`config.mk`:
```
export PLATFORM = sky130hd
export DESIGN_NAME = sim_phase_ctrl
export DESIGN_NICKNAME = d
export VERILOG_FILES = /design/src/rtl/sim_phase_pkg.sv /design/src/rtl/sim_phase_wdog.sv /design/src/rtl/sim_phase_ctrl.sv
export SDC_FILE = /design/constraint.sdc
export NUM_CORES = 1
export LEC_CHECK = 0
export CAP_MARGIN = 20
export CORE_ASPECT_RATIO = 0.7
export CORE_MARGIN = 8
export CORE_UTILIZATION = 38
export DETAILED_ROUTE_END_ITERATION = 16
export PLACE_DENSITY = 0.64
export REMOVE_ABC_BUFFERS = 1
export SETUP_SLACK_MARGIN = 0.3
export SLEW_MARGIN = 5
export SYNTH_ARGS = -nofsm -noshare
export SYNTH_HDL_FRONTEND = slang
export SYNTH_SLANG_ARGS = --single-unit
```
`constraint.sdc`:
```
create_clock -name sim_phase_ctrl_clk_ip -period 22.1 [get_ports sim_phase_ctrl_clk_ip]
set_clock_uncertainty 0.15 [all_clocks]
set_input_delay 4.42 -clock sim_phase_ctrl_clk_ip [delete_from_list [all_inputs] [get_ports sim_phase_ctrl_clk_ip]]
set_output_delay 4.42 -clock sim_phase_ctrl_clk_ip [all_outputs]
set_load 0.01 [all_outputs]
```
`src/rtl/sim_phase_pkg.sv`:
```
// Shared types for the simulation-phase controller: phase and finish-cause
// encodings plus a width helper for small saturating counters.
package sim_phase_pkg;

  localparam int unsigned STATE_W = 2;
  localparam int unsigned CAUSE_W = 2;

  typedef enum logic [STATE_W-1:0] {
    RESET = 2'd0,
    RUN   = 2'd1,
    DRAIN = 2'd2,
    DONE  = 2'd3
  } state_e;

  typedef enum logic [CAUSE_W-1:0] {
    NONE    = 2'd0,
    TIMEOUT = 2'd1,
    WDOG    = 2'd2,
    EXT     = 2'd3
  } cause_e;

  // Bits needed to hold values 0..max_val (at least 1).
  function automatic int unsigned bits_for(input int unsigned max_val);
    int unsigned w;
    w = 1;
    while (w < 64 && ((64'd1 << w) <= 64'(max_val))) w++;
    return w;
  endfunction

endpackage

```
`src/rtl/sim_phase_wdog.sv`:
```
// Activity watchdog: idle counter that saturates at IDLE_LIMIT and flags
// expiry. A zero limit disables the watchdog.
module sim_phase_wdog #(
  parameter int unsigned IDLE_LIMIT = 0,
  parameter int unsigned W          = 1
) (
  input  logic clk_i,
  input  logic rst_n_i,
  input  logic clear_i,
  input  logic inc_i,
  output logic expired_o
);

  localparam logic [W-1:0] LIMIT = W'(IDLE_LIMIT);

  logic [W-1:0] idle_q, idle_d;

  always_comb begin
    idle_d = idle_q;
    if (clear_i)
      idle_d = '0;
    else if (inc_i && (idle_q != LIMIT))
      idle_d = idle_q + W'(1);
  end

  always_ff @(posedge clk_i or negedge rst_n_i) begin
    if (!rst_n_i) idle_q <= '0;
    else          idle_q <= idle_d;
  end

  assign expired_o = (IDLE_LIMIT != 0) && (idle_q == LIMIT);

endmodule

```
`src/rtl/sim_phase_ctrl.sv`:
```
// Simulation-phase controller: cycle counter, staggered reset release,
// timeout / watchdog / external triggers and a drain handshake before finish.
module sim_phase_ctrl
  import sim_phase_pkg::*;
#(
  parameter int unsigned CNT_W        = 32,
  parameter int unsigned N_RST        = 4,
  parameter int unsigned RST_BASE     = 5,
  parameter int unsigned RST_STAGGER  = 2,
  parameter int unsigned TIMEOUT_INIT = 10,
  parameter int unsigned TICK_FREQ    = 1000,
  parameter int unsigned IDLE_LIMIT   = 0,
  parameter int unsigned DRAIN_MAX    = 16
) (
  input  logic               sim_phase_ctrl_clk_ip,
  input  logic               sim_phase_ctrl_rst_n_ip,
  input  logic               sim_phase_ctrl_cfg_we_ip,
  input  logic [CNT_W-1:0]   sim_phase_ctrl_cfg_timeout_ip,
  input  logic               sim_phase_ctrl_activity_ip,
  input  logic               sim_phase_ctrl_finish_req_ip,
  input  logic               sim_phase_ctrl_drain_ack_ip,
  output logic [N_RST-1:0]   sim_phase_ctrl_rst_op,
  output logic [CNT_W-1:0]   sim_phase_ctrl_cycles_op,
  output logic               sim_phase_ctrl_tick_op,
  output logic               sim_phase_ctrl_drain_req_op,
  output logic               sim_phase_ctrl_finish_op,
  output logic [CAUSE_W-1:0] sim_phase_ctrl_cause_op,
  output logic [STATE_W-1:0] sim_phase_ctrl_state_op
);

  // Compare width wide enough for both the counter and 32-bit parameters.
  localparam int unsigned CMP_W  = ((CNT_W > 32) ? CNT_W : 32) + 1;
  localparam int unsigned DCNT_W = bits_for(DRAIN_MAX);
  localparam int unsigned WDOG_W = bits_for(IDLE_LIMIT);
  localparam logic [DCNT_W-1:0] DRAIN_LAST = DCNT_W'((DRAIN_MAX == 0) ? 0 : DRAIN_MAX - 1);
  localparam logic [CMP_W-1:0]  TICK_DIV   = CMP_W'((TICK_FREQ == 0) ? 1 : TICK_FREQ);

  logic [CNT_W-1:0]  cycles_q, cycles_d;
  logic [CNT_W-1:0]  timeout_q;
  logic [N_RST-1:0]  rst_q, rst_d;
  logic              tick_q, tick_d;
  logic              drain_req_q, finish_q;
  logic [DCNT_W-1:0] drain_cnt_q;
  state_e            state_q;
  cause_e            cause_q;
  logic              wdog_expired;

  assign cycles_d = (&cycles_q) ? cycles_q : cycles_q + CNT_W'(1);

  // Outputs are registered from next-cycle values so they line up with cycles_op.
  for (genvar gi = 0; gi < N_RST; gi++) begin : g_rst
    localparam logic [CMP_W-1:0] REL = CMP_W'(RST_BASE) + CMP_W'(gi) * CMP_W'(RST_STAGGER);
    assign rst_d[gi] = CMP_W'(cycles_d) < REL;
  end

  assign tick_d = (TICK_FREQ != 0) && (cycles_d != '0) &&
                  ((CMP_W'(cycles_d) % TICK_DIV) == '0);

  sim_phase_wdog #(
    .IDLE_LIMIT (IDLE_LIMIT),
    .W          (WDOG_W)
  ) u_wdog (
    .clk_i     (sim_phase_ctrl_clk_ip),
    .rst_n_i   (sim_phase_ctrl_rst_n_ip),
    .clear_i   (sim_phase_ctrl_activity_ip || (state_q == RESET)),
    .inc_i     (state_q == RUN),
    .expired_o (wdog_expired)
  );

  always_ff @(posedge sim_phase_ctrl_clk_ip or negedge sim_phase_ctrl_rst_n_ip) begin
    if (!sim_phase_ctrl_rst_n_ip) begin
      cycles_q    <= '0;
      timeout_q   <= CNT_W'(TIMEOUT_INIT);
      rst_q       <= '1;
      tick_q      <= 1'b0;
      drain_req_q <= 1'b0;
      finish_q    <= 1'b0;
      drain_cnt_q <= '0;
      state_q     <= RESET;
      cause_q     <= NONE;
    end else begin
      cycles_q <= cycles_d;
      rst_q    <= rst_d;
      tick_q   <= tick_d;
      if (sim_phase_ctrl_cfg_we_ip && ((state_q == RESET) || (state_q == RUN)))
        timeout_q <= sim_phase_ctrl_cfg_timeout_ip;
      case (state_q)
        RESET: if (rst_q == '0) state_q <= RUN;
        RUN: begin
          if (sim_phase_ctrl_finish_req_ip || wdog_expired || (cycles_q > timeout_q)) begin
            state_q     <= DRAIN;
            drain_req_q <= 1'b1;
            drain_cnt_q <= '0;
            if (sim_phase_ctrl_finish_req_ip) cause_q <= EXT;
            else if (wdog_expired)            cause_q <= WDOG;
            else                              cause_q <= TIMEOUT;
          end
        end
        DRAIN: begin
          if (sim_phase_ctrl_drain_ack_ip || (drain_cnt_q == DRAIN_LAST)) begin
            state_q     <= DONE;
            drain_req_q <= 1'b0;
            finish_q    <= 1'b1;
          end else begin
            drain_cnt_q <= drain_cnt_q + DCNT_W'(1);
          end
        end
        DONE: ;
        default: state_q <= RESET;
      endcase
    end
  end

  assign sim_phase_ctrl_rst_op       = rst_q;
  assign sim_phase_ctrl_cycles_op    = cycles_q;
  assign sim_phase_ctrl_tick_op      = tick_q;
  assign sim_phase_ctrl_drain_req_op = drain_req_q;
  assign sim_phase_ctrl_finish_op    = finish_q;
  assign sim_phase_ctrl_cause_op     = cause_q;
  assign sim_phase_ctrl_state_op     = state_q;

endmodule

```
==> impl_metrics.json, run 1 <==
{
  "critPathRequiredTime_ns": 22.18,
  "synth-edff-count": 0,
  "cts_max_path_buffers": 2,
  "ys_seq_elements": 80,
  "viasPerCell": 6.29,
  "start_util_pct": 38.7,
  "cts.sinks": 80,
  "synthArstFlopShare_pct": 100,
  "finalCriticalPeriod_ns": 20.22,
  "endpoint_kind": "register",
  "synth_cells": 1411,
  "worst-path-buf-inv": 1,
  "cpPeakStageDelay_ns": 0.68,
  "n_antenna_cell": 0,
  "p_leak_nw": 4.77,
  "relSlewSlack_pct": 28.3,
  "ctsHtreeMaxLevel": 3,
  "synth_area_um2": 11200,
  "fmax_ghz": 0.0495,
  "powerDensity_nw_per_um2": 24.3,
  "drive_gt1_share_pct": 14.4,
  "nFillCells": 2899,
  "rows": 52,
  "wirelength_um": 34600,
  "initialDrtViolationCount": 1372,
  "rsz0062_at_grt": "no",
  "cts_setup_buffers": 0,
  "ys_types": 131,
  "power.clock.fraction_pct": 49.4,
  "grt_usage_pct": 18.8,
  "slowest_stage": "or4_1",
  "area_delta_synth_final_pct": 13.3,
  "whs_ns": 0.318,
  "power_frac_comb_pct": 3.3,
  "crit_family": "compound AO/OA/AOI/OAI gates",
  "clk_pin_slew_ns": 0.06,
  "die_w_um": 222,
  "worstMarginPinSlew_ns": 1.07,
  "die_h_um": 160,
  "dpl.hpwl_um": 27500,
  "drtAntennaViolNets": 0,
  "dr_total_vias": 11700,
  "dpl_cell_area_um2": 12400,
  "fin_tns_setup_ns": 0,
  "grt_pass1_vias": 10500,
  "wl_per_cell_um": 18.6,
  "setup_viol": 0,
  "design_area_um2": 12700,
  "startpoint_type": "register",
  "root_buffer": "clkbuf_16",
  "grt_max_degree": 60,
  "p_seq_share_pct": 47.3,
  "drcViolationCount": 0,
  "numPortBuffers": 79,
  "avgSynthCellArea_um2": 7.97,
  "period_share_pct": 91.5,
  "slew_viol_final": 0,
  "cts_resized": 0,
  "layout.nets": 1555,
  "grt_pass1_wl_um": 56500,
  "die_area_um2": 35400,
  "io_pins": 81,
  "swShare_pct": 22.3,
  "crit_type": "register to register",
  "ctsHoldBuffers": 0,
  "hold_viol_final": 0,
  "synthFlopType": "dfrtp_1",
  "synth_seq_area_share_pct": 17.9,
  "cpMostUsedCell": "a211oi_2",
  "p_int_mw": 0.241,
  "yosysWarnings": 0,
  "drv_cap": 0,
  "ir_drop_mv": 0.0342,
  "cts_tree": "yes",
  "clkLatencyLatePin_ns": 0.35,
  "netSwitchingPower_mw": 0.0689,
  "core_um2": 29000,
  "crit_arrival_ns": 20.30,
  "status": "finished clean",
  "gp_congestion": 0.935,
  "drtPass1Iterations": 5,
  "worstPathMaxFanout": 14,
  "hold_class": "register to register",
  "antenna_found_initial": 0,
  "cts_buffers": 9,
  "grt_overflow": 0
}
-- logic make-up after synthesis --
| family | count (synthesis) | share of synthesized area [%] |
|---|---|---|
| buffers and inverters | 114 | 4.11 |
| xor gates and xnor gates | 75 | 5.91 |
| adders and majority gates | 45 | 4.91 |
| and+or+nand+nor | 549 | 26.3 |
| AOI/OAI and AO/OA | 474 | 33.6 |
| DFF | 80 | 17.9 |
| muxes | 74 | 7.30 |
-- power by group through the flow --
stage | clock (mW) | combinational (mW) | sequential (mW)
final | 0.153 | 0.0102 | 0.146
after global routing | 0.165 | 0.0112 | 0.146
after CTS | 0.157 | 0.0105 | 0.146
after detailed placement | 0 | 0.0104 | 0.149
after global placement | 0 | 0.0104 | 0.149
after floorplan | 0 | 0.000308 | 0.149
-- stage by stage --
stage | instances | util (%) | power (mW) | worst slack (ns)
finish | 1860 | 43.9 | 0.310 | 1.88
global placement | 1844 | 42.9 | 0.160 | 2.37
global route | 1860 | 43.9 | 0.323 | 0.409
floorplan | 1374 | - | 0.150 | 4.81
detailed placement | 1844 | 42.9 | 0.160 | 2.06
CTS | 1860 | 43.9 | 0.314 | 2.01
-- state kept, by name, summed over array words and instances (netlist names) --
signal                       count
sim_phase_ctrl_cause_op          2
sim_phase_ctrl_state_op          2
drain_cnt_q                      5
sim_phase_ctrl_drain_req_op      1
sim_phase_ctrl_rst_op            4
sim_phase_ctrl_cycles_op        32
sim_phase_ctrl_finish_op         1
timeout_q                       32
sim_phase_ctrl_tick_op           1
-- synthesized netlist by cell type (all sizes together), types with 8 or more instances --
| master | number | area (µm²) |
|---|---|---|
| a2111oi | 10 | 170 |
| a211o | 9 | 80.1 |
| a211oi | 27 | 233 |
| a21o | 27 | 203 |
| a21oi | 80 | 430 |
| a22o | 9 | 78.8 |
| a2bb2oi | 8 | 93.8 |
| a31oi | 21 | 174 |
| and2 | 20 | 129 |
| and3 | 25 | 161 |
| buf | 20 | 109 |
| clkbuf | 17 | 63.8 |
| clkinv | 11 | 41.3 |
| dfrtp | 74 | 1850 |
| ha | 40 | 500 |
| inv | 66 | 248 |
| mux2 | 48 | 544 |
| mux2i | 26 | 277 |
| nand2 | 107 | 407 |
| nand2b | 16 | 100 |
| nand3 | 42 | 220 |
| nand4 | 45 | 300 |
| nor2 | 133 | 512 |
| nor3 | 49 | 250 |
| nor3b | 8 | 60.1 |
| nor4 | 23 | 196 |
| o2111ai | 8 | 76.3 |
| o211a | 8 | 80.1 |
| o211ai | 17 | 148 |
| o21a | 14 | 113 |
| o21ai | 87 | 488 |
| o22ai | 20 | 151 |
| o31a | 11 | 97.6 |
| o31ai | 27 | 264 |
| or2 | 27 | 169 |
| or3 | 14 | 103 |
| or4 | 14 | 120 |
| xnor2 | 57 | 507 |
| xor2 | 18 | 158 |
-- path summary, 6_finish.rpt --
| path | from | endpoint | slack (ns) | cells after the start |
|---|---|---|---|---|
| worst max-delay path | sim_phase_ctrl_cycles_op[11]$_DFF_PN0_ | sim_phase_ctrl_tick_op$_DFF_PN0_ | 1.88 | 59 |
| worst min-delay path | sim_phase_ctrl_cause_op[0]$_DFFE_PN0P_ | sim_phase_ctrl_cause_op[0]$_DFFE_PN0P_ | 0.32 | 1 |
| worst max register to register | sim_phase_ctrl_cycles_op[11]$_DFF_PN0_ | sim_phase_ctrl_tick_op$_DFF_PN0_ | 1.88 | 59 |
| worst min register to register | sim_phase_ctrl_cause_op[0]$_DFFE_PN0P_ | sim_phase_ctrl_cause_op[0]$_DFFE_PN0P_ | 0.32 | 1 |
| max in group asynchronous | sim_phase_ctrl_rst_n_ip | sim_phase_ctrl_cycles_op[20]$_DFF_PN0_ | 16.89 | 2 |
| min in group asynchronous | sim_phase_ctrl_rst_n_ip | sim_phase_ctrl_state_op[1]$_DFFE_PN0P_ | 3.81 | 1 |
-- area by class of cell --
class | count | area, µm² | area share [%]
Sequential cell | 80 | 2010 | 15.8
Tap cell | 378 | 473 | 3.71
Multi-Input combinational cell | 1217 | 8790 | 69.0
Clock buffer | 12 | 236 | 1.86
Clock inverter | 4 | 55.1 | 0.432
Timing Repair Buffer | 92 | 886 | 6.95
Inverter | 77 | 289 | 2.27
-- routing by layer --
layer / GRT usage [%] / part of all wire (%) / vias to the layer above / routed length (µm)
li1: - / - / 5603 / -
met1: 29.6 / 52 / 5634 / 17900
met2: 26.7 / 41 / 422 / 14000
met3: 2.49 / 6.4 / 35 / 2200
met4: 3.22 / 1.2 / 0 / 431
met5: 0 / 0 / - / 0
-- layout by cell type, fill, tap and decap left out, types with 20 or more instances in the layout --
| master | instances |
|---|---|
| nand4_1 | 42 |
| ha_1 | 40 |
| a21o_1 | 27 |
| nor2_1 | 130 |
| a211oi_1 | 21 |
| a21oi_1 | 72 |
| clkdlybuf4s50_1 | 78 |
| dfrtp_1 | 74 |
| inv_1 | 58 |
| nor3_1 | 48 |
| o31ai_1 | 20 |
| xnor2_1 | 56 |
| mux2_2 | 44 |
| mux2i_1 | 23 |
| nand3_1 | 40 |
| o21ai_0 | 63 |
| nand2_1 | 105 |
| and3_1 | 24 |
No activity file was read; power rests on OpenSTA's default activity.
==> run 2, diff against run 1 <==
--- a/config.mk
+++ b/config.mk
@@ -9,6 +9,7 @@
 export CORE_ASPECT_RATIO = 0.7
 export CORE_MARGIN = 8
 export CORE_UTILIZATION = 38
+export CTS_BUF_LIST = sky130_fd_sc_hd__clkbuf_4
 export DETAILED_ROUTE_END_ITERATION = 16
 export PLACE_DENSITY = 0.64
 export REMOVE_ABC_BUFFERS = 1
==> run 2 against run 1 <==
- utilization fell by 0.50 points
- sequential cell count did not move
- first-iteration DRC count fell by 13%
- setup slack got worse by 0.12 ns
- clock-buffer cell count did not move
- sequential power barely moved
==> impl_metrics.json, run 2 (same netlist as run 1, synthesis figures left out) <==
{
  "rsz0062_at_grt": "no",
  "fmax_ghz": 0.0492,
  "antenna_found_initial": 1,
  "ctsHtreeMaxLevel": 3,
  "clkLatencyLatePin_ns": 0.49,
  "die_area_um2": 35400,
  "p_leak_nw": 4.71,
  "grt_usage_pct": 18.8,
  "wirelength_um": 34500,
  "finalCriticalPeriod_ns": 20.34,
  "nFillCells": 2929,
  "grt_max_degree": 60,
  "hold_viol_final": 0,
  "worstMarginPinSlew_ns": 1.07,
  "layout.nets": 1555,
  "setup_viol": 0,
  "worstPathMaxFanout": 14,
  "die_w_um": 222,
  "setup_slack_ns": 1.76,
  "drive_gt1_share_pct": 14.6,
  "startpoint_type": "register",
  "cts_setup_buffers": 0,
  "grt_pass1_vias": 10400,
  "viasPerCell": 6.26,
  "relSlewSlack_pct": 28.1,
  "whs_ns": 0.331,
  "post-place-ws_ns": 2.06,
  "slew_viol_final": 0,
  "slowest_stage": "or4_1",
  "dr_total_vias": 11600,
  "ir_drop_mv": 0.0175,
  "hold_class": "register to register",
  "grt_overflow": 0,
  "endpoint_kind": "register",
  "drtPass1Iterations": 5,
  "wl_per_cell_um": 18.6,
  "final_cell_mix": "130 x nor2_1, 105 x nand2_1, 78 x clkdlybuf4s50_1",
  "drtAntennaViolNets": 0,
  "status": "finished clean",
  "rows": 52,
  "crit_arrival_ns": 20.56,
  "initialDrtViolationCount": 1191,
  "powerDensity_nw_per_um2": 20.1,
  "cts_buffers": 9,
  "final_common_cell": "nor2_1",
  "power_mw": 0.254,
  "start_util_pct": 38.7,
  "cts.sinks": 80,
  "critPathRequiredTime_ns": 22.32,
  "cpPeakStageDelay_ns": 0.68,
  "cpMostUsedCell": "a211oi_2",
  "root_buffer": "clkbuf_4",
  "core_um2": 29000,
  "clk_pin_slew_ns": 0.14,
  "grt_pass1_wl_um": 56400,
  "area_delta_synth_final_pct": 12.1,
  "cts_max_path_buffers": 2,
  "die_h_um": 160,
  "fin_tns_setup_ns": 0,
  "drv_cap": 0,
  "period_share_pct": 92.0,
  "cts_tree": "yes",
  "dpl.hpwl_um": 27500,
  "drcViolationCount": 0,
  "gp_congestion": 0.935,
  "crit_type": "register to register",
  "io_pins": 81,
  "numPortBuffers": 79
}
-- run 2: per-layer routing --
metal,GRT usage (%),share of wire (%),vias to the layer above,wire [µm]
met5,0,0,-,0
met4,3.19,1.3,0,447
met3,2.47,6.6,36,2270
met2,26.7,41,421,14000
met1,29.6,52,5587,17800
li1,-,-,5605,-
-- run 2: area by class of cell --
type | instances | area (µm²) | area share (%)
sequential | 80 | 2010 | 16.0
antenna | 1 | 2.50 | 0.0199
inverter | 77 | 289 | 2.29
multi-input combinational | 1217 | 8790 | 69.8
tap | 378 | 473 | 3.76
timing repair buffer | 92 | 886 | 7.03
clock inverter | 4 | 55.1 | 0.437
clock buffer | 12 | 90.1 | 0.715
-- run 2: worst paths after layout --
kind | from | endpoint | slack (ns) | cells after the start
max in group asynchronous | sim_phase_ctrl_rst_n_ip | sim_phase_ctrl_cycles_op[20]$_DFF_PN0_ | 17.05 | 2
worst min-delay path | sim_phase_ctrl_cause_op[0]$_DFFE_PN0P_ | sim_phase_ctrl_cause_op[0]$_DFFE_PN0P_ | 0.33 | 1
worst max register to register | sim_phase_ctrl_cycles_op[11]$_DFF_PN0_ | sim_phase_ctrl_tick_op$_DFF_PN0_ | 1.76 | 59
min in group asynchronous | sim_phase_ctrl_rst_n_ip | sim_phase_ctrl_state_op[1]$_DFFE_PN0P_ | 3.66 | 1
worst min register to register | sim_phase_ctrl_cause_op[0]$_DFFE_PN0P_ | sim_phase_ctrl_cause_op[0]$_DFFE_PN0P_ | 0.33 | 1
worst max-delay path | sim_phase_ctrl_cycles_op[11]$_DFF_PN0_ | sim_phase_ctrl_tick_op$_DFF_PN0_ | 1.76 | 59
-- run 2: repair_timing --
item / 4_1_cts / 5_1_grt
hold buffers: 0 / 0
gates resized for setup: 0 / 3
setup endpoints to repair: 0 / 1
-- run 2: metrics by stage --
stage	instances	area, µm²	util, %
2_1_floorplan	1374	11100	-
3_3_place_gp	1844	12400	42.9
3_5_place_dp	1844	12400	42.9
4_1_cts	1860	12600	43.4
5_1_grt	1861	12600	43.4
6_report	1861	12600	43.4
-- run 2: power by group --
part           total (mW)  leakage (nW)  switching [mW]  internal (mW)
clock network      0.0970        0.0781          0.0581         0.0389
logic              0.0102          3.56         0.00441        0.00578
registers           0.146          1.07               0          0.146
total               0.254          4.71          0.0625          0.191
-- run 2: critical path: cells and delay by family, from the launching register on --
family                 cells  cell delay (ns)
AOI/OAI and AO/OA         38            11.34
buffers and inverters      1             0.22
DFF                        1             0.58
muxes                      5             2.39
and+or+nand+nor           15             5.51
